[config.mk]
export PLATFORM = sky130hd
export DESIGN_NAME = sum_frame_accum
export DESIGN_NICKNAME = d
export VERILOG_FILES = /design/src/rtl/sum_frame_accum.sv
export SDC_FILE = /design/constraint.sdc
export NUM_CORES = 1
export LEC_CHECK = 0
export CAP_MARGIN = 20
export CELL_PAD_IN_SITES_DETAIL_PLACEMENT = 1
export CELL_PAD_IN_SITES_GLOBAL_PLACEMENT = 2
export CORE_UTILIZATION = 25
export DETAILED_ROUTE_END_ITERATION = 10
export MAX_ROUTING_LAYER = met4
export PLACE_DENSITY_LB_ADDON = 0.3
export SLEW_MARGIN = 20
export SYNTH_ARGS = -nofsm -noshare
export SYNTH_HDL_FRONTEND = slang
export SYNTH_SLANG_ARGS = --single-unit
[constraint.sdc]
create_clock -name i_clk -period 3.2 [get_ports i_clk]
set_clock_uncertainty 0.15 [all_clocks]
set_input_delay 0.64 -clock i_clk [delete_from_list [all_inputs] [get_ports i_clk]]
set_output_delay 0.64 -clock i_clk [all_outputs]
set_load 0.005 [all_outputs]
[src/rtl/sum_frame_accum.sv]
// sum_frame_accum
// Accumulates N consecutive DW-bit unsigned samples into an AW-bit frame total.
// Each total is presented with an overflow flag on a valid/ready output port.
// Optional build macro SUM_FRAME_ACCUM_SATURATE_EN: when it is defined, the
// accumulator clamps to all-ones once it carries out. When it is not defined,
// the accumulator wraps modulo 2^AW. In both builds o_ovf flags the carry.
module sum_frame_accum #(
    parameter  int unsigned DW = 8,
    parameter  int unsigned N  = 4,
    parameter  int unsigned AW = 12,
    localparam int unsigned CW = $clog2(N)
) (
    input  logic          i_clk,
    input  logic          i_rst_n,
    input  logic          i_srst,
    input  logic [DW-1:0] i_data,
    input  logic          i_valid,
    output logic          o_ready,
    output logic [AW-1:0] o_sum,
    output logic          o_ovf,
    output logic          o_valid,
    input  logic          i_ready
);

    typedef enum logic {
        ACC  = 1'b0,
        HOLD = 1'b1
    } state_t;

    state_t        state;
    state_t        state_nxt;
    logic [AW-1:0] acc;
    logic [CW-1:0] cnt;
    logic          ovf_q;

    logic          in_hs;
    logic          out_hs;
    logic          last;
    logic [AW:0]   data_ext;
    logic [AW:0]   sum_ext;
    logic          carry;
    logic [AW-1:0] acc_nxt;

    assign in_hs    = i_valid && o_ready;
    assign out_hs   = o_valid && i_ready;
    assign last     = (cnt == CW'(N - 1));
    assign data_ext = {{(AW + 1 - DW){1'b0}}, i_data};
    assign sum_ext  = {1'b0, acc} + data_ext;
    assign carry    = sum_ext[AW];

`ifdef SUM_FRAME_ACCUM_SATURATE_EN
    // Once clamped, every later add either stays at all-ones or carries again.
    // The clamp therefore holds for the rest of the frame without extra state.
    assign acc_nxt = carry ? {AW{1'b1}} : sum_ext[AW-1:0];
`else
    assign acc_nxt = sum_ext[AW-1:0];
`endif

    // State register: the only FSM storage.
    always_ff @(posedge i_clk or negedge i_rst_n) begin
        // NOTE: clocked state uses non-blocking assignments so every register
        // samples pre-edge values, independent of block ordering.
        if (!i_rst_n) begin
            state <= ACC;
        end else if (i_srst) begin
            state <= ACC;
        end else begin
            state <= state_nxt;
        end
    end

    // Next-state logic: close the frame on the N-th accept and release on the output handshake.
    always_comb begin
        // NOTE: default assignment first so no path leaves state_nxt unassigned
        // (which would infer a latch).
        state_nxt = state;
        unique case (state)
            ACC:     if (in_hs && last) state_nxt = HOLD;
            HOLD:    if (out_hs)        state_nxt = ACC;
            default:                    state_nxt = ACC;
        endcase
    end

    // Output decode: the handshake flags depend only on the registered state.
    always_comb begin
        o_ready = 1'b0;
        o_valid = 1'b0;
        unique case (state)
            ACC:     o_ready = 1'b1;
            HOLD:    o_valid = 1'b1;
            default: o_ready = 1'b1;
        endcase
    end

    // Datapath: accumulate accepted samples and capture the total when the frame closes.
    always_ff @(posedge i_clk or negedge i_rst_n) begin
        if (!i_rst_n) begin
            acc   <= '0;
            cnt   <= '0;
            ovf_q <= 1'b0;
            o_sum <= '0;
            o_ovf <= 1'b0;
        end else if (i_srst) begin
            acc   <= '0;
            cnt   <= '0;
            ovf_q <= 1'b0;
            o_sum <= '0;
            o_ovf <= 1'b0;
        end else if (in_hs) begin
            if (last) begin
                o_sum <= acc_nxt;
                o_ovf <= ovf_q | carry;
                acc   <= '0;
                cnt   <= '0;
                ovf_q <= 1'b0;
            end else begin
                acc   <= acc_nxt;
                cnt   <= cnt + CW'(1);
                ovf_q <= ovf_q | carry;
            end
        end
    end

endmodule

Yosys cells after proc, flatten, opt, wreduce, memory -nomap -nowiden
Index checks and enable logic that the tools add are counted.

Memories kept: 0. Logic and storage cells: 38. Flip-flop bits (word level): 29. Bits in writable memories: 0. Latch bits: 0. Output and inout bits: 15. Bits in read-only memories: 0.

$add $sub $neg: 2. $mul: 0. Mux-type cells: 21. Bitwise logic cells: 2. Shift-type cells: 0. $lt $le $gt $ge: 0. Reductions and logical operators: 6. Equality and inequality tests: 1. Div/mod/pow operators: 0.

Operators with widths (count): $mux 12 (6); $add 12x8->13 (1); $mux 1 (11); $mux 2 (3); $reduce_bool 2->1 (2); $logic_and 1x1->1 (3); $add 2x1->2 const B (1); $eq 2x2->1 const B (1); $pmux 1 s2 (1); $reduce_and 2->1 (1); $not 1->1 (1); $or 1x1->1 (1).

Depth between registers and ports, before layout
Depth after elaboration: 6. Depth in mapped cells: 7. Depth with buffers taken out: 7.

Worst setup path after synthesis
Ideal clock, no wire load.

Kind: input to register. From: input port i_data[0]. To: register acc[10]. Data arrival time: 2.218 ns. Required time: 2.926 ns. Slack: 0.708 ns. Cell stages on the path: 7. Path buffers: 0. Library setup time: 0.124 ns. Cells stage by stage: ha_1 > fa_1 > a21o_1 > a21oi_4 > o221ai_4 > nor4b_4 > a211o_1.

Cells in the longest elaborated chain, start to end: 4.

RTL lines: start: declaration (line 16) `input logic [DW-1:0] i_data,`; $add 12x8->13 (line 48) `assign sum_ext = {1'b0, acc} + data_ext;`; $mux 12 (line 110) `if (last) begin`; $mux 12 (line 109) `end else if (in_hs) begin`; $mux 12 (line 103) `end else if (i_srst) begin`; end signal: assignment (line 117) `acc <= acc_nxt;`; end: declaration (line 32) `logic [AW-1:0] acc;`.

Every way passes these cells. The select of a mux whose other input is x is not followed. A chain may end at the register's enable or synchronous reset.

Worst setup path after layout
Same ends and word-level chain as after synthesis.

==> results.txt <==
----------------------------------------------------
[Setup path]
  Cell with the biggest individual delay on the critical path ... fa_1
  CP max FO ... 7
  Worst-path cell chain ... clkdlybuf4s50_1, ha_1, fa_1, a21o_1, a21oi_4, o221ai_4, nor4b_4, a211o_1
  Critical Path Start Type ... primary input
  Largest stage delay on the critical path ... 0.41 ns
  CP required ... 3.21 ns
  Data arrival time at the worst-slack endpoint ... 2.79 ns
  Category of the most critical setup path ... in -> reg
  Setup crit end kind ... register

[Synthesis]
  Yosys warning count ... 0
  Number of cells produced by synthesis ... 152
  Netlist Area Pre-Place ... 1660 um2
  Async set-reset flop share out of synthesis ... 100%
  Share of synthesized area occupied by flip-flops and latches ... 43.6%
  Netlist cell types ... 48
  Syn nets ... 175
  Yosys reg bits ... 29
  Synthesized area per cell ... 10.9 um2
  EDFF count, synth ... 0
  Most common flop cell mapped by yosys ... dfrtp_1

[Die]
  DIE AREA ... 6990 um2
  Die extent in y ... 83.6 um
  Number of I/O pins ... 28
  Starting utilization of the core area ... 26.1%
  Cell Rows ... 29
  X dimension of the die ... 83.6 um
  Area of the placeable core ... 6390 um2

[Clocking]
  Clock-pin slew on the worst setup and hold paths ... 0.06 ns
  Root buffer cell ... clkbuf_8
  Clock buffer count from CTS ... 5
  PostCTS Resize Cnt ... 0
  Setup bufs post-CTS ... 0
  H-tree levels ... 2
  # clock sinks ... 29
  Buffer levels on the longest clock path ... 2
  TritonCTS clock tree ... built
  Clock insertion delay at the later pin of the skew report ... 0.28 ns
  Cts-stage hold buffer count ... 0

[Detailed routing]
  DR vias ... 1324
  Routed len/inst ... 16.3 um
  Routed vias/inst ... 5.05
  Drt first-iter violations ... 75
  Sum of routed wire length over all layers ... 4270 um
  First drt pass iteration count ... 4
  DRC Markers ... 0
  Count of nets left with antenna violations after detail routing ... 0

[Min path]
  Type of the worst min-delay path ... reg -> reg

[Cells and area]
  Leading cell types in the layout, fill and taps excluded ... dfrtp_1 (29), clkdlybuf4s50_1 (27), a22o_1 (15)
  Antenna cell count ... 0
  Final Core Density ... 33.2%
  Fraction of layout instances using a drive strength above 1 ... 13.0%
  Leading cell type in the layout, fill and taps excluded ... dfrtp_1
  Relative area change from synthesis to final layout ... 27.4%
  Final nets ... 208
  Post-layout instance count excluding filler cells ... 262

[STA]
  Final max-slew violation count ... 0
  Slew headroom ... 65.7%
  Final worst path period need ... 2.77 ns
  Final Cycle Share ... 86.7%
  Setup TNS Final ... 0 ns
  Least-Margin Pin Slew ... 0.512 ns
  Post-route setup slack ... 0.426 ns
  Count of final hold-check violations ... 0
  Setup repair after global routing missed its margin ... no
  Setup-violating endpoint count in the final report ... 0
  Peak Freq ... 360 MHz
  Worst hold slack ... 0.338 ns

[Placement]
  Detailed-placement wirelength estimate ... 3130 um
  GP Congestion ... 0.798
  Worst setup slack before clock tree synthesis ... 0.150 ns
  Count of input and output buffers ... 27
  Cell count after placement ... 255

[Pwr]
  Proportion of power drawn by the clock network ... 31.5%
  Fraction of power consumed by sequential logic ... 41.1%
  Switching share of total power ... 31.6%
  Power density of the placed cells ... 462 nW/um2
  Share of total power in combinational logic ... 27.4%
  Static power due to leakage ... 0.901 nW
  Switching power ... 0.000310 W
  Cell Int Power ... 0.000671 W
  Worst supply voltage drop on vdd ... 0.000195 V

[Global routing]
  Total track usage ... 13.7%
  Vias in the first global route ... 1407
  Wire length of the first global-routing pass ... 7240 um
  Number of antenna violations at the first check in global routing ... 0
  Largest net degree at the start of global routing ... 30
  Global route total overflow ... 0

[Flow run]
  Max-capacitance violation count ... 0

[Outcome]
  Result of the run ... finished, final reports clean

----------------------------------------------------
[kinds of logic (layout without fill, tap and decap cells)]
family / count (synthesis) / after routing / synth area share [%]
AOI/OAI and AO/OA: 59 / 59 / 27.3
and+or+nand+nor: 35 / 35 / 13.8
DFF: 29 / 29 / 43.6
buffers and inverters: 11 / 44 / 3.16
xor gates and xnor gates: 8 / 8 / 4.21
adders and majority gates: 10 / 10 / 7.97
[per-stage QoR]
stage	total power, W	area (um2)
after global routing	0.00103	2120
after CTS	0.000990	2120
after global placement	0.000673	2030
final	0.000981	2120
after detailed placement	0.000677	2030
after floorplan	0.000599	1660
[cells in the mapped netlist (2+ instances only)]
master	instances	share of area, %
xnor2_1	7	3.7
nor3_1	2	0.60
a21o_1	3	1.4
nor2_1	7	1.6
a21oi_1	8	2.4
o21ai_1	7	2.1
clkbuf_1	2	0.45
a22oi_1	2	0.90
dfrtp_1	29	44
ha_1	9	6.8
a211o_1	2	1.1
o21ai_0	4	1.2
or3_1	2	0.75
o22ai_1	3	1.1
buf_2	2	0.60
a22o_1	15	7.9
a31oi_1	3	1.1
inv_1	5	1.1
nand2_1	11	2.5
[power groups by stage]
stage	logic, W	registers, W	clock network (W)
2_1_floorplan	0.000196	0.000403	0
3_3_place_gp	0.000264	0.000408	0
3_5_place_dp	0.000268	0.000409	0
4_1_cts	0.000270	0.000403	0.000317
5_1_grt	0.000296	0.000405	0.000334
6_report	0.000269	0.000403	0.000309
[worst max-delay path, delay by kind of cell]
kind | cells | cell delay, ns
compound gates | 4 | 0.91
fa+ha+maj | 2 | 0.66
buf+inv | 1 | 0.40
simple gates | 1 | 0.17
[state kept, by name, indices dropped and copies added, names as in the netlist]
name,cells
o_ovf,1
cnt,2
ovf_q,1
acc,12
o_sum,12
state,1
[path summary, 6_finish.rpt]
| check | slack (ns) | from | endpoint | cells past startpoint |
|---|---|---|---|---|
| hold / removal | 0.34 | o_ovf | o_ovf | 2 |
| max in group asynchronous | 2.01 | i_rst_n | cnt[1] | 2 |
| setup reg to reg | 0.82 | acc[0] | acc[10] | 7 |
| min in group asynchronous | 0.60 | i_rst_n | ovf_q | 2 |
| setup / recovery | 0.43 | i_data[0] | acc[10] | 8 |
| hold reg to reg | 0.34 | o_ovf | o_ovf | 2 |
[per-layer routing]
layer | part of all wire, % | GRT usage (%) | vias up
met1 | 49 | 18.2 | 661
li1 | - | - | 635
met5 | 0 | - | -
met4 | 2.0 | 5.08 | 0
met3 | 2.8 | 3.26 | 7
met2 | 46 | 20.4 | 21
[cell type report]
class | instances | area, um2
clock buffers | 7 | 86.3
fillers | 707 | 4270
inverters | 5 | 18.8
multi-input cells | 112 | 886
flip-flops and latches | 29 | 726
well taps | 77 | 96.3
repair buffers | 32 | 308
Power figures use the tool's default switching activity.
